==> src/rtl/bram_stream_writer.sv <==
// bram_stream_writer: writes a valid/ready word stream into BRAM port A as a two-half ping-pong buffer.
// Latency: a word accepted in cycle N is on port A in cycle N+1; half_done pulses with the last write of a half.
// Backpressure: s_ready is a registered state decode; low when no half is free (unless DROP_ON_FULL) and,
//   with BRAM_WR_HEADER_EN defined, low for the one header-write cycle at the start of each half.
module bram_stream_writer #(
    parameter int ADDR_WIDTH   = 16,
    parameter int DATA_WIDTH   = 32,
    parameter int DEPTH        = 16384,
    parameter int DROP_ON_FULL = 0,
    localparam int HALF_WORDS  = DEPTH / 2,
    localparam int IDX_W       = $clog2(HALF_WORDS)
) (
    input  logic                  clk,
    input  logic                  rst_n,
    input  logic                  enable,
    input  logic                  clear,
    input  logic                  s_valid,
    input  logic [DATA_WIDTH-1:0] s_data,
    output logic                  s_ready,
    input  logic                  half_ack,
    input  logic                  ack_id,
    output logic                  bram_en,
    output logic [3:0]            bram_we,
    output logic [ADDR_WIDTH-1:0] bram_addr,
    output logic [DATA_WIDTH-1:0] bram_din,
    output logic                  half_done,
    output logic                  half_id,
    output logic [1:0]            half_full,
    output logic [IDX_W-1:0]      wr_idx,
    output logic [15:0]           drop_count
);

    typedef enum logic [1:0] {IDLE, WRITE, WAIT_FREE, HDR} state_t;

    localparam logic DROP = (DROP_ON_FULL != 0);

    // FRESH is where the FSM goes when it starts a half at idx 0.
`ifdef BRAM_WR_HEADER_EN
    localparam state_t FRESH     = HDR;
    localparam logic   FRESH_RDY = 1'b0;
    logic [15:0] seq;
`else
    localparam state_t FRESH     = WRITE;
    localparam logic   FRESH_RDY = 1'b1;
`endif

    state_t           state;
    logic             half;
    logic [IDX_W-1:0] idx;
    logic [1:0]       full_q;
    logic [1:0]       full_nxt;
    logic             accept;
    logic             last;
    logic             wr_acc;
    logic             drop_acc;
    logic             end_half;
    logic             ack_hit;

    assign accept    = s_valid & s_ready;
    assign last      = (idx == IDX_W'(HALF_WORDS - 1));
    assign wr_acc    = accept && (state == WRITE);
    assign drop_acc  = accept && (state == WAIT_FREE);
    assign end_half  = wr_acc && last;
    assign ack_hit   = half_ack && full_q[ack_id];
    assign half_full = full_q;
    assign wr_idx    = idx;

    // Ownership flags after this cycle: ack clears first so a simultaneous fill of the same half wins.
    always_comb begin
        full_nxt = full_q;
        if (ack_hit) begin
            full_nxt[ack_id] = 1'b0;
        end
        if (end_half) begin
            full_nxt[half] = 1'b1;
        end
    end

    // Control FSM; s_ready is registered together with the state it decodes.
    always_ff @(posedge clk or negedge rst_n) begin
        if (!rst_n) begin
            state   <= IDLE;
            s_ready <= 1'b0;
        end else if (clear) begin
            state   <= IDLE;
            s_ready <= 1'b0;
        end else begin
            case (state)
                IDLE: begin
                    if (enable) begin
                        if (full_nxt[half]) begin
                            state   <= WAIT_FREE;
                            s_ready <= DROP;
                        end else if (idx == '0) begin
                            state   <= FRESH;
                            s_ready <= FRESH_RDY;
                        end else begin
                            state   <= WRITE;
                            s_ready <= 1'b1;
                        end
                    end
                end
                WRITE: begin
                    if (!enable) begin
                        state   <= IDLE;
                        s_ready <= 1'b0;
                    end else if (end_half) begin
                        if (full_nxt[!half]) begin
                            state   <= WAIT_FREE;
                            s_ready <= DROP;
                        end else begin
                            state   <= FRESH;
                            s_ready <= FRESH_RDY;
                        end
                    end
                end
                WAIT_FREE: begin
                    if (!enable) begin
                        state   <= IDLE;
                        s_ready <= 1'b0;
                    end else if (!full_nxt[half]) begin
                        state   <= FRESH;
                        s_ready <= FRESH_RDY;
                    end
                end
                HDR: begin
                    state   <= enable ? WRITE : IDLE;
                    s_ready <= enable;
                end
                default: begin
                    state   <= IDLE;
                    s_ready <= 1'b0;
                end
            endcase
        end
    end

    // Datapath: port A write register, half pointer, ownership flags and drop counter.
    always_ff @(posedge clk or negedge rst_n) begin
        if (!rst_n) begin
            bram_en    <= 1'b0;
            bram_we    <= 4'h0;
            bram_addr  <= '0;
            bram_din   <= '0;
            half_done  <= 1'b0;
            half_id    <= 1'b0;
            half       <= 1'b0;
            idx        <= '0;
            full_q     <= 2'b00;
            drop_count <= 16'h0000;
`ifdef BRAM_WR_HEADER_EN
            seq        <= 16'h0000;
`endif
        end else begin
            bram_en   <= 1'b0;
            bram_we   <= 4'h0;
            half_done <= 1'b0;
            if (clear) begin
                // A word accepted in the clear cycle is discarded; the write already on the port is untouched.
                half       <= 1'b0;
                idx        <= '0;
                full_q     <= 2'b00;
                drop_count <= 16'h0000;
`ifdef BRAM_WR_HEADER_EN
                seq        <= 16'h0000;
`endif
            end else begin
                full_q <= full_nxt;
                if (wr_acc) begin
                    bram_en   <= 1'b1;
                    bram_we   <= 4'hF;
                    bram_addr <= ADDR_WIDTH'({half, idx, 2'b00});
                    bram_din  <= s_data;
                    if (last) begin
                        half      <= !half;
                        idx       <= '0;
                        half_done <= 1'b1;
                        half_id   <= half;
`ifdef BRAM_WR_HEADER_EN
                        seq       <= seq + 16'd1;
`endif
                    end else begin
                        idx <= idx + IDX_W'(1);
                    end
                end
`ifdef BRAM_WR_HEADER_EN
                if (state == HDR) begin
                    bram_en   <= 1'b1;
                    bram_we   <= 4'hF;
                    bram_addr <= ADDR_WIDTH'({half, idx, 2'b00});
                    bram_din  <= DATA_WIDTH'({16'hA5C3, seq});
                    idx       <= IDX_W'(1);
                end
`endif
                if (drop_acc && (drop_count != 16'hFFFF)) begin
                    drop_count <= drop_count + 16'd1;
                end
            end
        end
    end

endmodule

==> config.mk <==
export PLATFORM = sky130hd
export DESIGN_NAME = bram_stream_writer
export DESIGN_NICKNAME = d
export VERILOG_FILES = /design/src/rtl/bram_stream_writer.sv
export SDC_FILE = /design/constraint.sdc
export NUM_CORES = 1
export LEC_CHECK = 0
export BUFFER_PORTS_ARGS = -buffer_cell sky130_fd_sc_hd__buf_2
export CAP_MARGIN = 20
export CORE_ASPECT_RATIO = 1.25
export CORE_MARGIN = 2
export CORE_UTILIZATION = 49
export CTS_CLUSTER_SIZE = 24
export DETAILED_ROUTE_END_ITERATION = 8
export GPL_ROUTABILITY_DRIVEN = 0
export PLACE_DENSITY_LB_ADDON = 0.3
export SYNTH_ARGS = -nofsm -noshare
export SYNTH_HDL_FRONTEND = slang
export SYNTH_SLANG_ARGS = --single-unit
==> constraint.sdc <==
create_clock -name clk -period 1.76 [get_ports clk]
set_input_delay 0.088 -clock clk [delete_from_list [all_inputs] [get_ports clk]]
set_output_delay 0.088 -clock clk [all_outputs]
set_load 0.02 [all_outputs]
==> results of run 1 <==
## cell type report
class / instances / area (µm²) / area share, %
clock buffers: 9 / 124 / 2.62
flip-flops and latches: 83 / 2080 / 44.0
clock inverters: 7 / 76.3 / 1.62
well taps: 90 / 113 / 2.38
inverters: 5 / 18.8 / 0.397
repair buffers: 173 / 1100 / 23.4
multi-input cells: 240 / 1210 / 25.6
## per-stage QoR
stage	setup WS (ps)	utilization (%)
final	128	69.0
after global routing	3.37	69.0
after CTS	141	68.9
after detailed placement	160	61.0
after global placement	211	61.0
after floorplan	9.62	-
## worst reg2reg max path, delay by kind of cell (launching register included)
family | cells | cell delay, ps
simple gates | 2 | 680
flops | 1 | 490
mux | 1 | 350
## what timing repair did
action / 4_1_cts / 5_1_grt
gates resized for setup: 0 / 2
hold buffers: 34 / 0
hold endpoints to repair: 70 / 0
endpoints found under the setup margin: 0 / 1
## Yosys cell counts, drive strengths merged, types with 2 or more instances
master,number
a21oi,3
a31oi,3
and3,3
and4,4
buf,21
dfrtp,83
inv,5
mux2i,2
nand2,152
nand3,9
nand4,7
nor2,4
nor2b,17
nor4,2
o21ai,6
or3,3
or4,2
xnor2,2
## kinds of logic after synthesis
logic type | count (synthesis) | synth area share (%)
adder cells (fa/ha/maj) | 1 | 0.365
other | 1 | 0.109
AO/OA/AOI/OAI | 22 | 4.42
XOR/XNOR | 3 | 0.767
AND/OR/NAND/NOR | 209 | 28.5
flip-flops | 83 | 60.6
multiplexers | 3 | 0.913
buffers and inverters | 27 | 4.34
## state kept, by name, summed over array words and instances (netlist names)
| signal | count |
|---|---|
| bram_we | 1 |
| s_ready | 1 |
| bram_din | 32 |
| half_full | 2 |
| half_id | 1 |
| wr_idx | 13 |
| state | 1 |
| half | 1 |
| bram_addr | 14 |
| drop_count | 16 |
| half_done | 1 |
## per-layer routing
layer  vias up  wire [µm]  track usage (%)
li1       1455          -                -
met1      1435       3610             31.2
met2       119       4200             37.4
met3        17        534             5.67
met4         0        185             9.31
met5         -          0                0
## where the power goes
| group | total (µW) | switching (µW) | internal [µW] |
|---|---|---|---|
| Combinational | 681 | 428 | 254 |
| Clock | 1370 | 704 | 665 |
| Sequential | 2120 | 72.7 | 2050 |
| Total | 4170 | 1200 | 2970 |
## worst min-delay path by stage
stage	start	end	slack, ps
after detailed placement	rst_n	bram_din[24]	90
final	half_ack	half_full[1]	60
after floorplan	rst_n	bram_addr[10]	-210
after global routing	half_ack	half_full[1]	80
after global placement	rst_n	bram_din[27]	90
after CTS	half_ack	half_full[1]	40
==> metrics.txt, run 1 <==
outcome finished, final reports clean; number of filler instances in the final layout 550; post-route cell area roughly 4700 µm²; first-pass GRT wire length about 14000 µm; power density of the placed cells 883 nW/µm²; remaining number of nets flagged by the antenna check after routing 0; post-synthesis instance area roughly 3400 µm²; hold slack final slightly above 60 ps; most frequent cells in the layout sky130_fd_sc_hd__nand2_1 (150), sky130_fd_sc_hd__buf_2 (122), sky130_fd_sc_hd__dfrtp_1 (82), sky130_fd_sc_hd__dlygate4sd3_1 (34), sky130_fd_sc_hd__nor2b_1 (17); detailed-route wire length per cell ~14 µm; synth warn 0; GRT Overall Usage about a quarter; cell taking the most area after synthesis sky130_fd_sc_hd__dfrtp_1; largest net degree at the start of global routing between 50 and 60; final total power about 4200 µW; number of failing setup endpoints in the final timing report 0; number of setup buffers added after CTS 0; startpoint type of the worst setup path flip-flop; number of antenna repair diodes 0; launch point of the critical path wr_idx[3]; largest stage delay on the critical path between 400 and 500 ps; Slew headroom about two thirds; CP required 2000 ps; end of the critical path half_id; sink count of the clock tree 83; timing-limited maximum frequency ~0.61 GHz; Post-synth EDFFs 0; Hold Path Cell Cnt 4; most common flop cell mapped by yosys sky130_fd_sc_hd__dfrtp_1; Pins Over Slew Limit 0; Hold Vio Cnt, Final 0; top cells by area, synth sky130_fd_sc_hd__dfrtp_1 (61%), sky130_fd_sc_hd__nand2_1 (17%), sky130_fd_sc_hd__nor2b_1 (3.1%); number of port buffers between 100 and 150; Max Buffers Root-to-Sink 2; CP Capture Type flip-flop; largest clock skew in the final design 7.79 ps; via count of the first global-routing pass 2997; capturing point of the worst reg2reg path half_id; Seq/Total Area, Yosys about three fifths; Reg clk slew, reported paths about 90 ps; Placeable Area between 6000 and 7000 µm²; Crit Reg-Reg Startpoint wr_idx[3]; Clk Tree Root Cell sky130_fd_sc_hd__clkbuf_8; cell breakdown of the critical path nand4_1, nor4_4, mux2_1; reg-to-reg setup timing slack 130 ps; number of levels in the clock H-tree 3; Post-Place Cell Area approximately 4200 µm²; type of the most critical hold path input port to flip-flop; Netlist cell types 46; number of buffers created by CTS 9; worst-case vdd ir drop ~0.63 mV; layout cell share with drive strength beyond 1 32.1%; critical setup path kind flip-flop to flip-flop; setup repair after global routing missed its margin no; Top-Level Pins ~130; average cell area after synthesis ~9.8 µm²; cell count after placement approximately 560; post-route setup TNS 0 ps; data arrival at the endpoint of the critical path 1870 ps; max capacitance violation total 0; library cell contributing the largest single delay on the critical path sky130_fd_sc_hd__dfrtp_1; Area growth, synth to finish 37.8%; highest fanout seen on the critical path 9; sum of net half-perimeters after detailed placement roughly 5400 µm; area share of the leading cell type in the synthesized netlist ~60%; Leak roughly 0.0027 µW; antenna violations before repair 0; height of the die 97.5 µm; CTS tree yes; global route overflow 0; Final Cycle Share just over 90%; Initial Utilization roughly 50%; actual slew at the worst max-slew pin ~500 ps; Buf/Inv on CP 0; DRC viols 0; wire length after detailed routing around 8500 µm; Final #Nets 552; Post-synth ARST share 100%; Largest delay share family, worst path simple AND/OR/NAND/NOR gates; final cell count without fillers between 600 and 700; ratio of routed vias to standard cells ~5.0; placement row count 34; drt first-iter violations 202; commonest non-fill, non-tap cell in the layout sky130_fd_sc_hd__nand2_1; drt first pass iters 5; synthesized instance count between 300 and 400; path length in cells of the critical path 3; Clock Latency Late Sink 350 ps; shortest clock period the worst path allows after layout around 1600 ps; FF+latch count, synth just over 80; reg2reg path depth 3; Via Count between 3k and 4k; Die W between 70 and 80 µm; area of the die 7680 µm²
Power figures use the tool's default switching activity.
==> inputs of run 2 (changes only) <==
--- a/config.mk
+++ b/config.mk
@@ -5,6 +5,7 @@
 export SDC_FILE = /design/constraint.sdc
 export NUM_CORES = 1
 export LEC_CHECK = 0
+export ABC_CLOCK_PERIOD_IN_PS = 1800
 export BUFFER_PORTS_ARGS = -buffer_cell sky130_fd_sc_hd__buf_2
 export CAP_MARGIN = 20
 export CORE_ASPECT_RATIO = 1.25
==> constraint.sdc (replaced) <==
create_clock -name clk -period 1.8 [get_ports clk]
set_input_delay 0.09 -clock clk [delete_from_list [all_inputs] [get_ports clk]]
set_output_delay 0.09 -clock clk [all_outputs]
set_load 0.02 [all_outputs]
==> run 2 against run 1 <==
Net effect: sequential share of layout area about the same; non-clock buffer count unchanged; worst setup slack improved by 46 ps; global-route usage decreased by 0.19 points.
==> metrics.txt, run 2 (same netlist as run 1, synthesis figures left out) <==
GRT Overall Usage 23.4% (-0.19 points); Max Buffers Root-to-Sink 2 (unchanged); drt first-iter violations 182 (-9.9%); hold slack final 75.7 ps (+14.2 ps); final design utilization 68.9% (about the same); data arrival at the endpoint of the critical path 1900 ps (+30 ps); sum of net half-perimeters after detailed placement 5450 µm (+1.5%); Area growth, synth to finish 37.8% (about the same); Reg with most FFs bram_din; shortest clock period the worst path allows after layout 1630 ps (-6.50 ps); height of the die 97.5 µm (unchanged); Hold Path Cell Cnt 4 (unchanged); final cell count without fillers 607 (unchanged); highest fanout seen on the critical path 32 (+23); outcome finished, final reports clean; Placeable Area 6850 µm² (unchanged); ratio of routed vias to standard cells 4.98 (-0.17%); Metal-1 WL 3680 µm (+1.9%); detailed-routed wire length on met2 4110 µm (-2.2%); registers with the highest flip-flop counts bram_din (32), drop_count (16), bram_addr (14); power density of the placed cells 864 nW/µm² (-2.1%); destination of the worst hold path half_full[1]; Clk Tree Root Cell sky130_fd_sc_hd__clkbuf_8; cell internal power dissipation 2940 µW (-1.1%); startpoint type of the worst setup path flip-flop; Clock Latency Late Sink 340 ps (about the same); Largest delay share family, worst path buffers and inverters; cell breakdown of the critical path and3b_1, nand2_2, buf_4, buf_4, nand2_1, nand2_1; Reg clk slew, reported paths 80 ps (about the same); Slew headroom 65.4% (-1.3 points); clock power share 32.8% (about the same); Largest register FFs 32 (unchanged); sequential cell fraction of total power 50.9% (about the same); worst-case vdd ir drop 0.528 mV (-16%); number of failing setup endpoints in the final timing report 0 (unchanged); remaining number of nets flagged by the antenna check after routing 0 (unchanged); uppermost layer routed met4; hold path startpoint half_ack; detailed-route wire length per cell 13.9 µm (-1.2%); final total power 4080 µW (-2.1%); Pins Over Slew Limit 0 (unchanged); max capacitance violation total 0 (unchanged); cell count after placement 557 (unchanged); reg-to-reg setup timing slack 170 ps (+50 ps); Crit Reg-Reg Startpoint s_ready; setup repair after global routing missed its margin no; type of the most critical hold path input port to flip-flop; placement row count 34 (unchanged); number of antenna repair diodes 0 (unchanged); sink count of the clock tree 83 (unchanged); timing-limited maximum frequency 0.615 GHz (+0.40%); met3 routed WL 484 µm (-9.4%); number of port buffers 123 (unchanged); Final Cycle Share 90.3% (-2.4 points); DRC viols 0 (unchanged); switching power of the nets 1150 µW (-4.8%); capturing point of the worst reg2reg path bram_din[7]; critical setup path kind flip-flop to flip-flop; most frequent cells in the layout sky130_fd_sc_hd__nand2_1 (150), sky130_fd_sc_hd__buf_2 (122), sky130_fd_sc_hd__dfrtp_1 (83), sky130_fd_sc_hd__dlygate4sd3_1 (34), sky130_fd_sc_hd__nor2b_1 (17); commonest non-fill, non-tap cell in the layout sky130_fd_sc_hd__nand2_1; area of the die 7680 µm² (unchanged); number of setup buffers added after CTS 0 (unchanged); drt first pass iters 4 (-1); portion of total power attributed to combinational logic 16.4% (about the same); Buf/Inv on CP 2 (+2); CTS tree yes; CP Capture Type flip-flop; via count of the first global-routing pass 2929 (-2.3%); layout cell share with drive strength beyond 1 31.5% (-0.58 points); Final #Nets 552 (unchanged); antenna violations before repair 0 (unchanged); Hold Vio Cnt, Final 0 (unchanged); global route overflow 0 (unchanged); number of levels in the clock H-tree 3 (unchanged); CP required 2080 ps (+80 ps); post-cts repair resize count 0 (unchanged); wire length after detailed routing 8430 µm (-1.2%); Initial Utilization 50.0% (unchanged); actual slew at the worst max-slew pin 517 ps (+19.0 ps); Via Count 3021 (-0.17%); post-route setup TNS 0 ps (unchanged); first-pass GRT wire length 14100 µm (-1.5%); Top-Level Pins 126 (unchanged); largest net degree at the start of global routing 39 (-32%); largest stage delay on the critical path 420 ps (-70 ps); library cell contributing the largest single delay on the critical path sky130_fd_sc_hd__dfrtp_1; number of buffers created by CTS 9 (unchanged); number of filler instances in the final layout 538 (-2.2%); Die W 78.8 µm (unchanged); largest clock skew in the final design 7.26 ps (-0.525 ps); Leak 0.00268 µW (about the same); reg2reg path depth 6 (+3); Sw Ratio 28.1% (-0.79 points)
==> run 2: final cells by class <==
class	instances	area, µm²	share of cell area (%)
flip-flops and latches	83	2080	44.0
multi-input cells	240	1210	25.6
repair buffers	173	1100	23.4
clock buffers	11	141	2.99
well taps	90	113	2.38
clock inverters	5	61.3	1.30
inverters	5	18.8	0.397
==> run 2: worst min-delay path, stage by stage <==
cell and delay [ps]:
sky130_fd_sc_hd__buf_2 100, sky130_fd_sc_hd__nand2_1 50, sky130_fd_sc_hd__nand2_1 60, sky130_fd_sc_hd__o32ai_1 80
==> run 2: power groups by stage <==
stage	Sequential, µW	Clock [µW]	Combinational, µW
finish	2080	1340	668
global route	2090	1460	736
CTS	2070	1380	667
detailed placement	2110	0	610
global placement	2100	0	594
floorplan	2290	0	155
==> run 2: metal layers <==
| metal | vias to the layer above | track usage [%] |
|---|---|---|
| met3 | 17 | 4.18 |
| met4 | 0 | 10.3 |
| met5 | - | 0 |
| li1 | 1459 | - |
| met2 | 112 | 38.1 |
| met1 | 1433 | 30.4 |
==> run 2: how the worst max path moves through the flow <==
stage	cells past startpoint	end	slack [ps]	from
after global placement	3	half_id	230	wr_idx[4]
after CTS	5	half	190	wr_idx[0]
final	6	bram_din[7]	170	s_ready
after floorplan	5	wr_idx[11]	50	wr_idx[0]
after global routing	4	half	20	wr_idx[7]
after detailed placement	5	half	200	wr_idx[0]
==> run 2: what timing repair did <==
action	4_1_cts	5_1_grt
endpoints found under the hold margin	66	0
endpoints found under the setup margin	0	0
hold buffers	34	0
==> run 2: stage by stage <==
stage	area (µm²)	worst slack, ps
2_1_floorplan	3430	49.6
3_3_place_gp	4180	234
3_5_place_dp	4180	198
4_1_cts	4720	186
5_1_grt	4720	18.6
6_report	4720	175
